File: src/rtl/ex_mem_stage_pkg.sv
// ============================================================================
// ex_mem_stage_pkg : shared CPU encodings (branch types, cond codes, NZVC bits)
// Rev 1.0
// ============================================================================
`default_nettype none

package ex_mem_stage_pkg;

  typedef enum logic [1:0] {
    BR_NONE = 2'b00,
    BR_COND = 2'b01,
    BR_CBZ  = 2'b10,
    BR_CBNZ = 2'b11
  } br_type_e;

  typedef enum logic [3:0] {
    COND_EQ = 4'h0, COND_NE = 4'h1, COND_HS = 4'h2, COND_LO = 4'h3,
    COND_MI = 4'h4, COND_PL = 4'h5, COND_VS = 4'h6, COND_VC = 4'h7,
    COND_HI = 4'h8, COND_LS = 4'h9, COND_GE = 4'hA, COND_LT = 4'hB,
    COND_GT = 4'hC, COND_LE = 4'hD, COND_AL = 4'hE, COND_NV = 4'hF
  } cond_e;

  // Bit positions inside the {N,Z,V,C} flag register
  localparam int C_FLAG_N = 3;
  localparam int C_FLAG_Z = 2;
  localparam int C_FLAG_V = 1;
  localparam int C_FLAG_C = 0;

  localparam logic [3:0] C_ALU_AND    = 4'b0000;
  localparam logic [3:0] C_ALU_ORR    = 4'b0001;
  localparam logic [3:0] C_ALU_ADD    = 4'b0010;
  localparam logic [3:0] C_ALU_SUB    = 4'b0110;
  localparam logic [3:0] C_ALU_PASS_B = 4'b0111;

endpackage

`default_nettype wire

File: src/rtl/ex_mem_stage_if.sv
// ============================================================================
// ex_mem_stage_if : EX-side inputs and MEM-side view of the EX/MEM register
// Rev 1.0
// ============================================================================
`default_nettype none

interface ex_mem_stage_if #(
  parameter int WIDTH = 64
);
  logic             in_valid;
  logic             stall;
  logic             flush;
  logic [WIDTH-1:0] alu_result;
  logic             alu_negative;
  logic             alu_zero;
  logic             alu_overflow;
  logic             alu_carry_out;
  logic             set_flags;
  logic [1:0]       br_type;
  logic [3:0]       cond;
  logic [4:0]       rd;
  logic             reg_write;
  logic             mem_read;
  logic             mem_write;
  logic [WIDTH-1:0] store_data;

  logic             out_valid;
  logic [WIDTH-1:0] out_result;
  logic [4:0]       out_rd;
  logic             out_reg_write;
  logic             out_mem_read;
  logic             out_mem_write;
  logic [WIDTH-1:0] out_store_data;
  logic [3:0]       flags_nzvc;
  logic             br_taken;

  modport master (
    output in_valid, stall, flush, alu_result, alu_negative, alu_zero,
           alu_overflow, alu_carry_out, set_flags, br_type, cond, rd,
           reg_write, mem_read, mem_write, store_data,
    input  out_valid, out_result, out_rd, out_reg_write, out_mem_read,
           out_mem_write, out_store_data, flags_nzvc, br_taken
  );

  modport slave (
    input  in_valid, stall, flush, alu_result, alu_negative, alu_zero,
           alu_overflow, alu_carry_out, set_flags, br_type, cond, rd,
           reg_write, mem_read, mem_write, store_data,
    output out_valid, out_result, out_rd, out_reg_write, out_mem_read,
           out_mem_write, out_store_data, flags_nzvc, br_taken
  );

endinterface

`default_nettype wire

File: src/rtl/ex_mem_stage_cond_eval.sv
// ============================================================================
// cond_eval : combinational LEGv8 condition-code check against NZVC flags
// Rev 1.0
// ============================================================================
`default_nettype none

module cond_eval
  import ex_mem_stage_pkg::*;
(
  input  logic [3:0] cond,
  input  logic [3:0] nzvc,
  output logic       pass
);

  logic w_n, w_z, w_v, w_c;

  assign w_n = nzvc[C_FLAG_N];
  assign w_z = nzvc[C_FLAG_Z];
  assign w_v = nzvc[C_FLAG_V];
  assign w_c = nzvc[C_FLAG_C];

  always_comb begin
    pass = 1'b1;
    unique case (cond_e'(cond))
      COND_EQ: pass = w_z;
      COND_NE: pass = !w_z;
      COND_HS: pass = w_c;
      COND_LO: pass = !w_c;
      COND_MI: pass = w_n;
      COND_PL: pass = !w_n;
      COND_VS: pass = w_v;
      COND_VC: pass = !w_v;
      COND_HI: pass = w_c & !w_z;
      COND_LS: pass = !(w_c & !w_z);
      COND_GE: pass = (w_n == w_v);
      COND_LT: pass = (w_n != w_v);
      COND_GT: pass = !w_z & (w_n == w_v);
      COND_LE: pass = !(!w_z & (w_n == w_v));
      default: pass = 1'b1;
    endcase
  end

endmodule

`default_nettype wire

File: src/rtl/ex_mem_stage.sv
// ============================================================================
// ex_mem_stage : EX/MEM pipeline register with NZVC flag register and branch resolve
// Rev 1.0
// ============================================================================
`default_nettype none

module ex_mem_stage
  import ex_mem_stage_pkg::*;
#(
  parameter int WIDTH = 64
) (
  input  logic          clk,
  input  logic          reset,
  ex_mem_stage_if.slave bus
);

  logic             r_valid;
  logic             r_reg_write;
  logic             r_mem_read;
  logic             r_mem_write;
  logic             r_br_taken;
  logic [WIDTH-1:0] r_result;
  logic [WIDTH-1:0] r_store_data;
  logic [4:0]       r_rd;
  logic [3:0]       r_flags;

  logic             w_cond_pass;
  logic             w_br_decide;

  // B.cond looks at the committed flags, not this cycle's ALU flags
  cond_eval u_cond_eval (
    .cond (bus.cond),
    .nzvc (r_flags),
    .pass (w_cond_pass)
  );

  always_comb begin
    w_br_decide = 1'b0;
    unique case (br_type_e'(bus.br_type))
      BR_NONE: w_br_decide = 1'b0;
      BR_COND: w_br_decide = w_cond_pass;
      BR_CBZ:  w_br_decide = bus.alu_zero;
      BR_CBNZ: w_br_decide = !bus.alu_zero;
      default: w_br_decide = 1'b0;
    endcase
  end

  always_ff @(posedge clk or posedge reset) begin
    if (reset) begin
      r_valid      <= 1'b0;
      r_reg_write  <= 1'b0;
      r_mem_read   <= 1'b0;
      r_mem_write  <= 1'b0;
      r_br_taken   <= 1'b0;
      r_result     <= '0;
      r_store_data <= '0;
      r_rd         <= '0;
      r_flags      <= '0;
    end else if (bus.flush) begin
      // Flush wins over stall; data fields keep their stale values
      r_valid     <= 1'b0;
      r_reg_write <= 1'b0;
      r_mem_read  <= 1'b0;
      r_mem_write <= 1'b0;
      r_br_taken  <= 1'b0;
    end else if (!bus.stall) begin
      r_valid      <= bus.in_valid;
      r_reg_write  <= bus.in_valid & bus.reg_write;
      r_mem_read   <= bus.in_valid & bus.mem_read;
      r_mem_write  <= bus.in_valid & bus.mem_write;
      r_br_taken   <= bus.in_valid & w_br_decide;
      r_result     <= bus.alu_result;
      r_store_data <= bus.store_data;
      r_rd         <= bus.rd;
      if (bus.in_valid && bus.set_flags) begin
        r_flags[C_FLAG_N] <= bus.alu_negative;
        r_flags[C_FLAG_Z] <= bus.alu_zero;
        r_flags[C_FLAG_V] <= bus.alu_overflow;
        r_flags[C_FLAG_C] <= bus.alu_carry_out;
      end
    end
  end

  assign bus.out_valid      = r_valid;
  assign bus.out_result     = r_result;
  assign bus.out_rd         = r_rd;
  assign bus.out_reg_write  = r_reg_write;
  assign bus.out_mem_read   = r_mem_read;
  assign bus.out_mem_write  = r_mem_write;
  assign bus.out_store_data = r_store_data;
  assign bus.flags_nzvc     = r_flags;
  assign bus.br_taken       = r_br_taken;

endmodule

`default_nettype wire
File: src/flat_wrapper.sv
// flat-port wrapper written by rule: the top's interface ports become plain ports
module ex_mem_stage_flat import ex_mem_stage_pkg::*;
#(
  parameter int WIDTH = 64
)
  (clk, reset, bus_in_valid, bus_stall, bus_flush, bus_alu_result, bus_alu_negative, bus_alu_zero, bus_alu_overflow, bus_alu_carry_out, bus_set_flags, bus_br_type, bus_cond, bus_rd, bus_reg_write, bus_mem_read, bus_mem_write, bus_store_data, bus_out_valid, bus_out_result, bus_out_rd, bus_out_reg_write, bus_out_mem_read, bus_out_mem_write, bus_out_store_data, bus_flags_nzvc, bus_br_taken);
  ex_mem_stage_if #(.WIDTH(WIDTH)) bus_i ();
  input  logic clk;
  input  logic reset;
  input wire logic [$bits(bus_i.in_valid)-1:0] bus_in_valid;
  input wire logic [$bits(bus_i.stall)-1:0] bus_stall;
  input wire logic [$bits(bus_i.flush)-1:0] bus_flush;
  input wire logic [$bits(bus_i.alu_result)-1:0] bus_alu_result;
  input wire logic [$bits(bus_i.alu_negative)-1:0] bus_alu_negative;
  input wire logic [$bits(bus_i.alu_zero)-1:0] bus_alu_zero;
  input wire logic [$bits(bus_i.alu_overflow)-1:0] bus_alu_overflow;
  input wire logic [$bits(bus_i.alu_carry_out)-1:0] bus_alu_carry_out;
  input wire logic [$bits(bus_i.set_flags)-1:0] bus_set_flags;
  input wire logic [$bits(bus_i.br_type)-1:0] bus_br_type;
  input wire logic [$bits(bus_i.cond)-1:0] bus_cond;
  input wire logic [$bits(bus_i.rd)-1:0] bus_rd;
  input wire logic [$bits(bus_i.reg_write)-1:0] bus_reg_write;
  input wire logic [$bits(bus_i.mem_read)-1:0] bus_mem_read;
  input wire logic [$bits(bus_i.mem_write)-1:0] bus_mem_write;
  input wire logic [$bits(bus_i.store_data)-1:0] bus_store_data;
  output wire logic [$bits(bus_i.out_valid)-1:0] bus_out_valid;
  output wire logic [$bits(bus_i.out_result)-1:0] bus_out_result;
  output wire logic [$bits(bus_i.out_rd)-1:0] bus_out_rd;
  output wire logic [$bits(bus_i.out_reg_write)-1:0] bus_out_reg_write;
  output wire logic [$bits(bus_i.out_mem_read)-1:0] bus_out_mem_read;
  output wire logic [$bits(bus_i.out_mem_write)-1:0] bus_out_mem_write;
  output wire logic [$bits(bus_i.out_store_data)-1:0] bus_out_store_data;
  output wire logic [$bits(bus_i.flags_nzvc)-1:0] bus_flags_nzvc;
  output wire logic [$bits(bus_i.br_taken)-1:0] bus_br_taken;
  assign bus_i.in_valid = bus_in_valid;
  assign bus_i.stall = bus_stall;
  assign bus_i.flush = bus_flush;
  assign bus_i.alu_result = bus_alu_result;
  assign bus_i.alu_negative = bus_alu_negative;
  assign bus_i.alu_zero = bus_alu_zero;
  assign bus_i.alu_overflow = bus_alu_overflow;
  assign bus_i.alu_carry_out = bus_alu_carry_out;
  assign bus_i.set_flags = bus_set_flags;
  assign bus_i.br_type = bus_br_type;
  assign bus_i.cond = bus_cond;
  assign bus_i.rd = bus_rd;
  assign bus_i.reg_write = bus_reg_write;
  assign bus_i.mem_read = bus_mem_read;
  assign bus_i.mem_write = bus_mem_write;
  assign bus_i.store_data = bus_store_data;
  assign bus_out_valid = bus_i.out_valid;
  assign bus_out_result = bus_i.out_result;
  assign bus_out_rd = bus_i.out_rd;
  assign bus_out_reg_write = bus_i.out_reg_write;
  assign bus_out_mem_read = bus_i.out_mem_read;
  assign bus_out_mem_write = bus_i.out_mem_write;
  assign bus_out_store_data = bus_i.out_store_data;
  assign bus_flags_nzvc = bus_i.flags_nzvc;
  assign bus_br_taken = bus_i.br_taken;
  ex_mem_stage #(.WIDTH(WIDTH)) u_core (.clk(clk), .reset(reset), .bus(bus_i));
endmodule
File: config.mk
export PLATFORM = sky130hd
export DESIGN_NAME = ex_mem_stage_flat
export DESIGN_NICKNAME = d
export VERILOG_FILES = /design/src/rtl/ex_mem_stage_pkg.sv /design/src/rtl/ex_mem_stage_if.sv /design/src/rtl/ex_mem_stage_cond_eval.sv /design/src/rtl/ex_mem_stage.sv /design/src/flat_wrapper.sv
export SDC_FILE = /design/constraint.sdc
export NUM_CORES = 1
export LEC_CHECK = 0
export CORE_MARGIN = 4
export CORE_UTILIZATION = 40
export DETAILED_ROUTE_END_ITERATION = 7
export PLACE_DENSITY_LB_ADDON = 0.15
export SETUP_SLACK_MARGIN = 0.1
export SLEW_MARGIN = 25
export SYNTH_ARGS = -nofsm -noshare
export SYNTH_HDL_FRONTEND = slang
export SYNTH_HIERARCHICAL = 1
export SYNTH_SLANG_ARGS = --single-unit
File: constraint.sdc
create_clock -name clk -period 6.75 [get_ports clk]
set_input_delay 1.35 -clock clk [delete_from_list [all_inputs] [get_ports clk]]
set_output_delay 1.35 -clock clk [all_outputs]
set_load 0.02 [all_outputs]
-- After elaboration in Yosys (flattened, before gate mapping)
Index checks and enable logic that the tools add are counted.
- eq/ne operators: 19
- multiplexer cells: 12
- bitwise logic cells: 8
- reduce and logical (&&, ||, !) cells: 12
- operator list (kind ; number):
    $eq A4 B4 Y1 const B ; 6
    $eq A4 B3 Y1 const B ; 4
    $pmux W1 S14 ; 1
    $mux W1 ; 10
    $eq A4 B2 Y1 const B ; 2
    $logic_not A1 Y1 ; 7
    $and A1 B1 Y1 ; 6
    $eq A2 B2 Y1 const B ; 2
    $eq A4 B1 Y1 const B ; 1
    $logic_not A4 Y1 ; 1
    $pmux W1 S4 ; 1
    $reduce_and A3 Y1 ; 1
    $eq A2 B1 Y1 const B ; 1
    $logic_not A2 Y1 ; 1
    $ne A2 B1 Y1 const B ; 1
    $not A1 Y1 ; 2
    $reduce_and A2 Y1 ; 1
    $eq A1 B1 Y1 ; 1
    $logic_and A1 B1 Y1 ; 1
    $ne A1 B1 Y1 ; 1
- bits in registers: 142
- output and inout bits: 142
- logic and storage cells: 60

-- Longest topological paths before layout
- word-level depth: 8
- gate-level depth with buffers: 9

-- Hierarchy
Netlist, hierarchy kept.
- modules (own cells, without submodules) (module ; instances ; cells an instance ; area each (µm²) ; sequential area each (µm²)):
    ex_mem_stage ; 1 ; 313 ; 5562.8 ; 3553.4
    cond_eval ; 1 ; 24 ; 177.7 ; 0.0

-- Least setup slack after synthesis
No wires, ideal clock.
- kind: input to register
- start: input bus_cond[2]
- end: register u_core.r_br_taken (netlist: u_core/bus.br_taken)
- library setup time: 0.127 ns
- arrival: 2.392 ns
- setup slack: 4.231 ns
- cell stages on the path: 8
- buffers on the path: 1
- cells stage by stage: buf_6 o311ai_0 nand2_1 a32oi_1 o21ai_1 and3b_1 a21oi_1 o22ai_1
- cells in the longest elaborated chain, start to end: 6
- RTL lines (item ; RTL line ; text):
    start: declaration ; flat_wrapper.sv:20 ; input wire logic [$bits(bus_i.cond)-1:0] bus_cond;
    $eq A4 B4 Y1, or another cell as far along ; ex_mem_stage_cond_eval.sv:24 ; unique case (cond_e'(cond))
    $pmux W1 S14 (*) ; ex_mem_stage_cond_eval.sv:24 ;
    via u_core.w_cond_pass ; ex_mem_stage.sv:27 ; logic w_cond_pass;
    $pmux W1 S4 (*) ; ex_mem_stage.sv:39 ; unique case (br_type_e'(bus.br_type))
    $and A1 B1 Y1 (*) ; ex_mem_stage.sv:71 ; r_br_taken <= bus.in_valid & w_br_decide;
    $mux W1 (*) ; ex_mem_stage.sv:66 ; end else if (!bus.stall) begin
    $mux W1 (*) ; ex_mem_stage.sv:59 ; end else if (bus.flush) begin
    end signal: assignment ; ex_mem_stage.sv:71 ;
    end: declaration ; ex_mem_stage.sv:21 ; logic r_br_taken;
The timed path passes the listed nets; every way through them passes the cells marked *. The select of a mux whose other input is x is not followed.
A chain may end at the register's enable or synchronous reset.

-- Worst setup path after layout
- start: input bus_stall
- end: register u_core.r_flags[1] (netlist: u_core/bus.flags_nzvc[1])
- cells in the longest elaborated chain, start to end: 2
- RTL lines (item ; RTL line ; text):
    start: declaration ; flat_wrapper.sv:11 ; input wire logic [$bits(bus_i.stall)-1:0] bus_stall;
    $not A1 Y1 (no line) ; n/a ;
    $reduce_and A3 Y1 (no line) ; n/a ;
    end signal: indexed assignment ; ex_mem_stage.sv:76 ; r_flags[C_FLAG_N] <= bus.alu_negative;
    end signal: indexed assignment ; ex_mem_stage.sv:77 ; r_flags[C_FLAG_Z] <= bus.alu_zero;
    end signal: indexed assignment ; ex_mem_stage.sv:78 ; r_flags[C_FLAG_V] <= bus.alu_overflow;
    end: declaration ; ex_mem_stage.sv:25 ; logic [3:0] r_flags;
Every way passes these cells.

==> metrics.txt <==
# TYPE chip_impl_metric gauge
chip_impl_info{name="outcome",value="finished clean"} 1
chip_impl_metric{name="clock_power_share",unit=""} 0.358
chip_impl_metric{name="cts_made_buffers",unit=""} 17
chip_impl_metric{name="starting_density",unit=""} 0.410
chip_impl_metric{name="antenna_diodes",unit=""} 0
chip_impl_metric{name="tightest_slew",unit="ps"} 941
chip_impl_metric{name="holdWs",unit="ps"} 503
chip_impl_metric{name="hold_viol",unit=""} 0
chip_impl_metric{name="drive_above_1_share",unit=""} 0.266
chip_impl_metric{name="clock_sinks",unit=""} 142
chip_impl_metric{name="final_critical_path_required_period",unit="ps"} 3120
chip_impl_info{name="critPathLaunch",value="bus_stall"} 1
chip_impl_metric{name="clk_pin_slew_worst_paths",unit="ps"} 60
chip_impl_info{name="worstPathCellList",value="clkdlybuf4s50_1 -> nor2_4 -> buf_12 -> and3_1 -> mux2_4"} 1
chip_impl_metric{name="cts.htree.levels",unit=""} 4
chip_impl_metric{name="seq_power_share",unit=""} 0.375
chip_impl_metric{name="seq_area_frac_synth",unit=""} 0.619
chip_impl_metric{name="insertion_delay",unit="ps"} 420
chip_impl_metric{name="numPortBuffers",unit=""} 293
chip_impl_metric{name="cell_internal_pwr",unit="µW"} 2050
chip_impl_info{name="clk_tree_root_cell",value="clkbuf_16"} 1
chip_impl_metric{name="detailed_place_hpwl",unit="µm"} 11500
chip_impl_metric{name="synthCells",unit=""} 337
chip_impl_metric{name="power_frac_comb",unit=""} 0.267
chip_impl_metric{name="cts-hold-fix-buffers",unit=""} 0
chip_impl_metric{name="ioPinCount",unit=""} 294
chip_impl_metric{name="max_cap_viol_count",unit=""} 0
chip_impl_metric{name="layoutNonFillerInstCount",unit=""} 827
chip_impl_metric{name="fin_worst_skew",unit="ps"} 2.98
chip_impl_metric{name="detailedRoute.firstIterationViolations",unit=""} 145
chip_impl_metric{name="finalCritPeriodShare",unit=""} 0.462
chip_impl_metric{name="timing.critical_path.slowest_cell_delay",unit="ps"} 570
chip_impl_info{name="min_from",value="u_core/bus.out_result[57]"} 1
chip_impl_metric{name="worst_slew_margin_rel",unit=""} 0.373
chip_impl_info{name="synth_area_leader_cell",value="dfrtp_1"} 1
chip_impl_metric{name="floorplan.die_area",unit="µm²"} 16300
chip_impl_metric{name="yosys_register_bits",unit=""} 142
chip_impl_metric{name="detailedPlace.worstSlack",unit="ps"} 3110
chip_impl_metric{name="routed_via_density",unit=""} 4.78
chip_impl_metric{name="flow.area_growth_from_synthesis",unit="%"} 64.3
chip_impl_metric{name="synth_top_area_share",unit=""} 0.619
chip_impl_metric{name="first_global_vias",unit=""} 4425
chip_impl_metric{name="peakVddDrop",unit="µV"} 169
chip_impl_info{name="worstHoldPathType",value="register to register"} 1
chip_impl_info{name="rsz0062_at_grt",value="no"} 1
chip_impl_metric{name="total_power",unit="µW"} 2800
chip_impl_metric{name="grt_usage",unit=""} 0.195
chip_impl_metric{name="nets",unit=""} 786
chip_impl_metric{name="grt.overflow.total",unit=""} 0
chip_impl_metric{name="netlist-cell-type-count",unit=""} 30
chip_impl_metric{name="die-height",unit="µm"} 128
chip_impl_metric{name="critical_path_arrival",unit="ps"} 3420
chip_impl_metric{name="switching_power",unit="µW"} 749
chip_impl_metric{name="p_sw_frac",unit=""} 0.267
chip_impl_info{name="timing.setup.critical_path_class",value="input port to register"} 1
chip_impl_metric{name="placed_cells",unit=""} 795
chip_impl_info{name="synth.top_cells.by_area",value="dfrtp_1, mux2_4, mux2_2"} 1
chip_impl_info{name="critical_path.endpoint_type",value="register"} 1
chip_impl_info{name="cts_tree",value="yes"} 1
chip_impl_metric{name="fillerInstances",unit=""} 1011
chip_impl_metric{name="antenna_violating_nets_post_route",unit=""} 0
chip_impl_metric{name="detail_route.wl_per_cell",unit="µm"} 19.2
chip_impl_metric{name="placement_rows",unit=""} 43
chip_impl_metric{name="drt_pass1_iterations",unit=""} 4
chip_impl_metric{name="cts_post_setup_buffers_inserted",unit=""} 0
chip_impl_metric{name="synth.cell_area",unit="µm²"} 5740
chip_impl_info{name="critPathSlowestCell",value="clkdlybuf4s50_1"} 1
chip_impl_metric{name="core-area",unit="µm²"} 14000
chip_impl_metric{name="yosysWarnings",unit=""} 6
chip_impl_metric{name="total_negative_slack",unit="ps"} 0
chip_impl_metric{name="worst_ep_required_time",unit="ps"} 7050
chip_impl_metric{name="avgSynthCellArea",unit="µm²"} 17.0
chip_impl_info{name="timing.critical_path.from_type",value="input port"} 1
chip_impl_metric{name="chip_width",unit="µm"} 128
chip_impl_metric{name="synth_net_count",unit=""} 489
chip_impl_metric{name="drt_drc_violations_left",unit=""} 0
chip_impl_metric{name="totalWireLength",unit="µm"} 15900
chip_impl_metric{name="highest_fanout_seen_on_the_critical_path",unit=""} 135
chip_impl_metric{name="finalMaxSlewViolations",unit=""} 0
chip_impl_metric{name="place.gp.congestion",unit=""} 0.855
chip_impl_metric{name="cellPowerDensity",unit="nW/µm²"} 297
chip_impl_metric{name="vias",unit=""} 3952
chip_impl_metric{name="cellLeakagePower",unit="µW"} 0.00398
chip_impl_metric{name="fmax",unit="MHz"} 321
chip_impl_metric{name="grt_antenna_before_repair",unit=""} 0
chip_impl_metric{name="finalWorstSetupSlack",unit="ps"} 3630
chip_impl_metric{name="cts-root-to-sink-buffers",unit=""} 2
chip_impl_metric{name="grt_max_degree",unit=""} 136
chip_impl_metric{name="timing.final.setup_violations",unit=""} 0
chip_impl_info{name="critical_path.reg2reg.startpoint",value="u_core/bus.flags_nzvc[3]"} 1
chip_impl_metric{name="post_cts.resized_instances",unit=""} 0
chip_impl_metric{name="first_pass_grt_wire_length",unit="µm"} 24300
==> registers in the layout (all words and copies together), names as in the netlist, 4 cells and up <==
name and flops:
u_core/bus.out_result 64, u_core/bus.out_store_data 64, u_core/bus.out_rd 5, u_core/bus.flags_nzvc 4
==> cells in the final DEF, fill, tap and decap left out, types with 2 or more instances in the layout <==
| cell type | Yosys | routed |
|---|---|---|
| mux2_2 | 74 | 74 |
| nor2_1 | 6 | 6 |
| clkbuf_1 | 0 | 2 |
| nand2b_1 | 2 | 2 |
| dfrtp_1 | 142 | 142 |
| clkbuf_16 | 0 | 17 |
| clkinv_2 | 0 | 2 |
| clkbuf_8 | 0 | 3 |
| xor2_1 | 3 | 3 |
| bufinv_16 | 0 | 4 |
| clkdlybuf4s50_1 | 0 | 293 |
| clkinvlp_4 | 0 | 4 |
| nand2_1 | 3 | 3 |
| o311ai_0 | 2 | 2 |
| a22oi_1 | 4 | 4 |
| a21oi_1 | 3 | 3 |
| mux2_4 | 63 | 63 |
==> power groups by stage <==
stage	Sequential (µW)	Clock, µW	Combinational [µW]
after floorplan	1210	0	205
after global placement	1060	0	743
after detailed placement	1060	0	754
after CTS	1050	1020	759
after global routing	1070	1060	786
final	1050	1000	749
==> stage by stage <==
| stage | utilization | cell area, µm² |
|---|---|---|
| 2_1_floorplan | - | 5740 |
| 3_3_place_gp | 0.629 | 8800 |
| 3_5_place_dp | 0.629 | 8800 |
| 4_1_cts | 0.674 | 9430 |
| 5_1_grt | 0.674 | 9430 |
| 6_report | 0.674 | 9430 |
==> area by class of cell <==
class / count / area, µm² / share of cell area
sequential: 142 / 3550 / 0.377
timing repair buffer: 295 / 2960 / 0.314
multi-input combinational: 176 / 2040 / 0.217
clock buffer: 22 / 474 / 0.0503
tap: 180 / 225 / 0.0239
clock inverter: 10 / 160 / 0.0170
inverter: 2 / 12.5 / 0.00133
==> worst paths after layout <==
| kind | endpoint | slack, ps | cells past startpoint |
|---|---|---|---|
| worst min-delay path | u_core/bus.out_result[57] | 500 | 1 |
| max in group asynchronous | u_core/bus.out_result[12] | 3990 | 3 |
| worst max register to register | u_core/bus.br_taken | 4900 | 8 |
| min in group asynchronous | u_core/bus.out_result[16] | 1420 | 2 |
| worst min register to register | u_core/bus.out_result[57] | 500 | 1 |
| worst max-delay path | u_core/bus.flags_nzvc[1] | 3630 | 5 |
==> worst max-delay path, delay by kind of cell <==
family	cells	cell delay, ps
buffers and inverters	2	1120
muxes	1	340
and+or+nand+nor	2	590
==> routing by layer <==
layer  wire (µm)  GRT usage  vias to the layer above
met2        8260      0.329                      168
met3        1440     0.0871                       33
met5           0          0                        -
met4         478     0.0855                        0
met1        5710      0.211                     1954
li1            -          -                     1797
==> cells in the mapped netlist <==
library cell	count
a21oi_1	3
a221o_1	1
a22oi_1	4
a311o_1	1
a311oi_1	1
a31oi_1	1
a32oi_1	1
and2b_1	1
and3_1	1
and3b_1	1
and4bb_1	1
buf_2	9
buf_6	8
dfrtp_1	142
inv_1	1
inv_2	1
mux2_2	74
mux2_4	63
nand2_1	3
nand2b_1	2
nand3b_1	1
nor2_1	6
nor2_4	1
nor2b_1	1
nor3b_1	1
o21ai_1	1
o21bai_1	1
o22ai_1	1
o311ai_0	2
xor2_1	3
==> kinds of logic after synthesis <==
logic type | Yosys count | synth area share
buffers and inverters | 19 | 0.0248
flip-flops | 142 | 0.619
AND/OR/NAND/NOR | 19 | 0.0198
XOR/XNOR | 3 | 0.00458
AO/OA/AOI/OAI | 17 | 0.0218
multiplexers | 137 | 0.310
No activity file was read; power rests on OpenSTA's default activity.
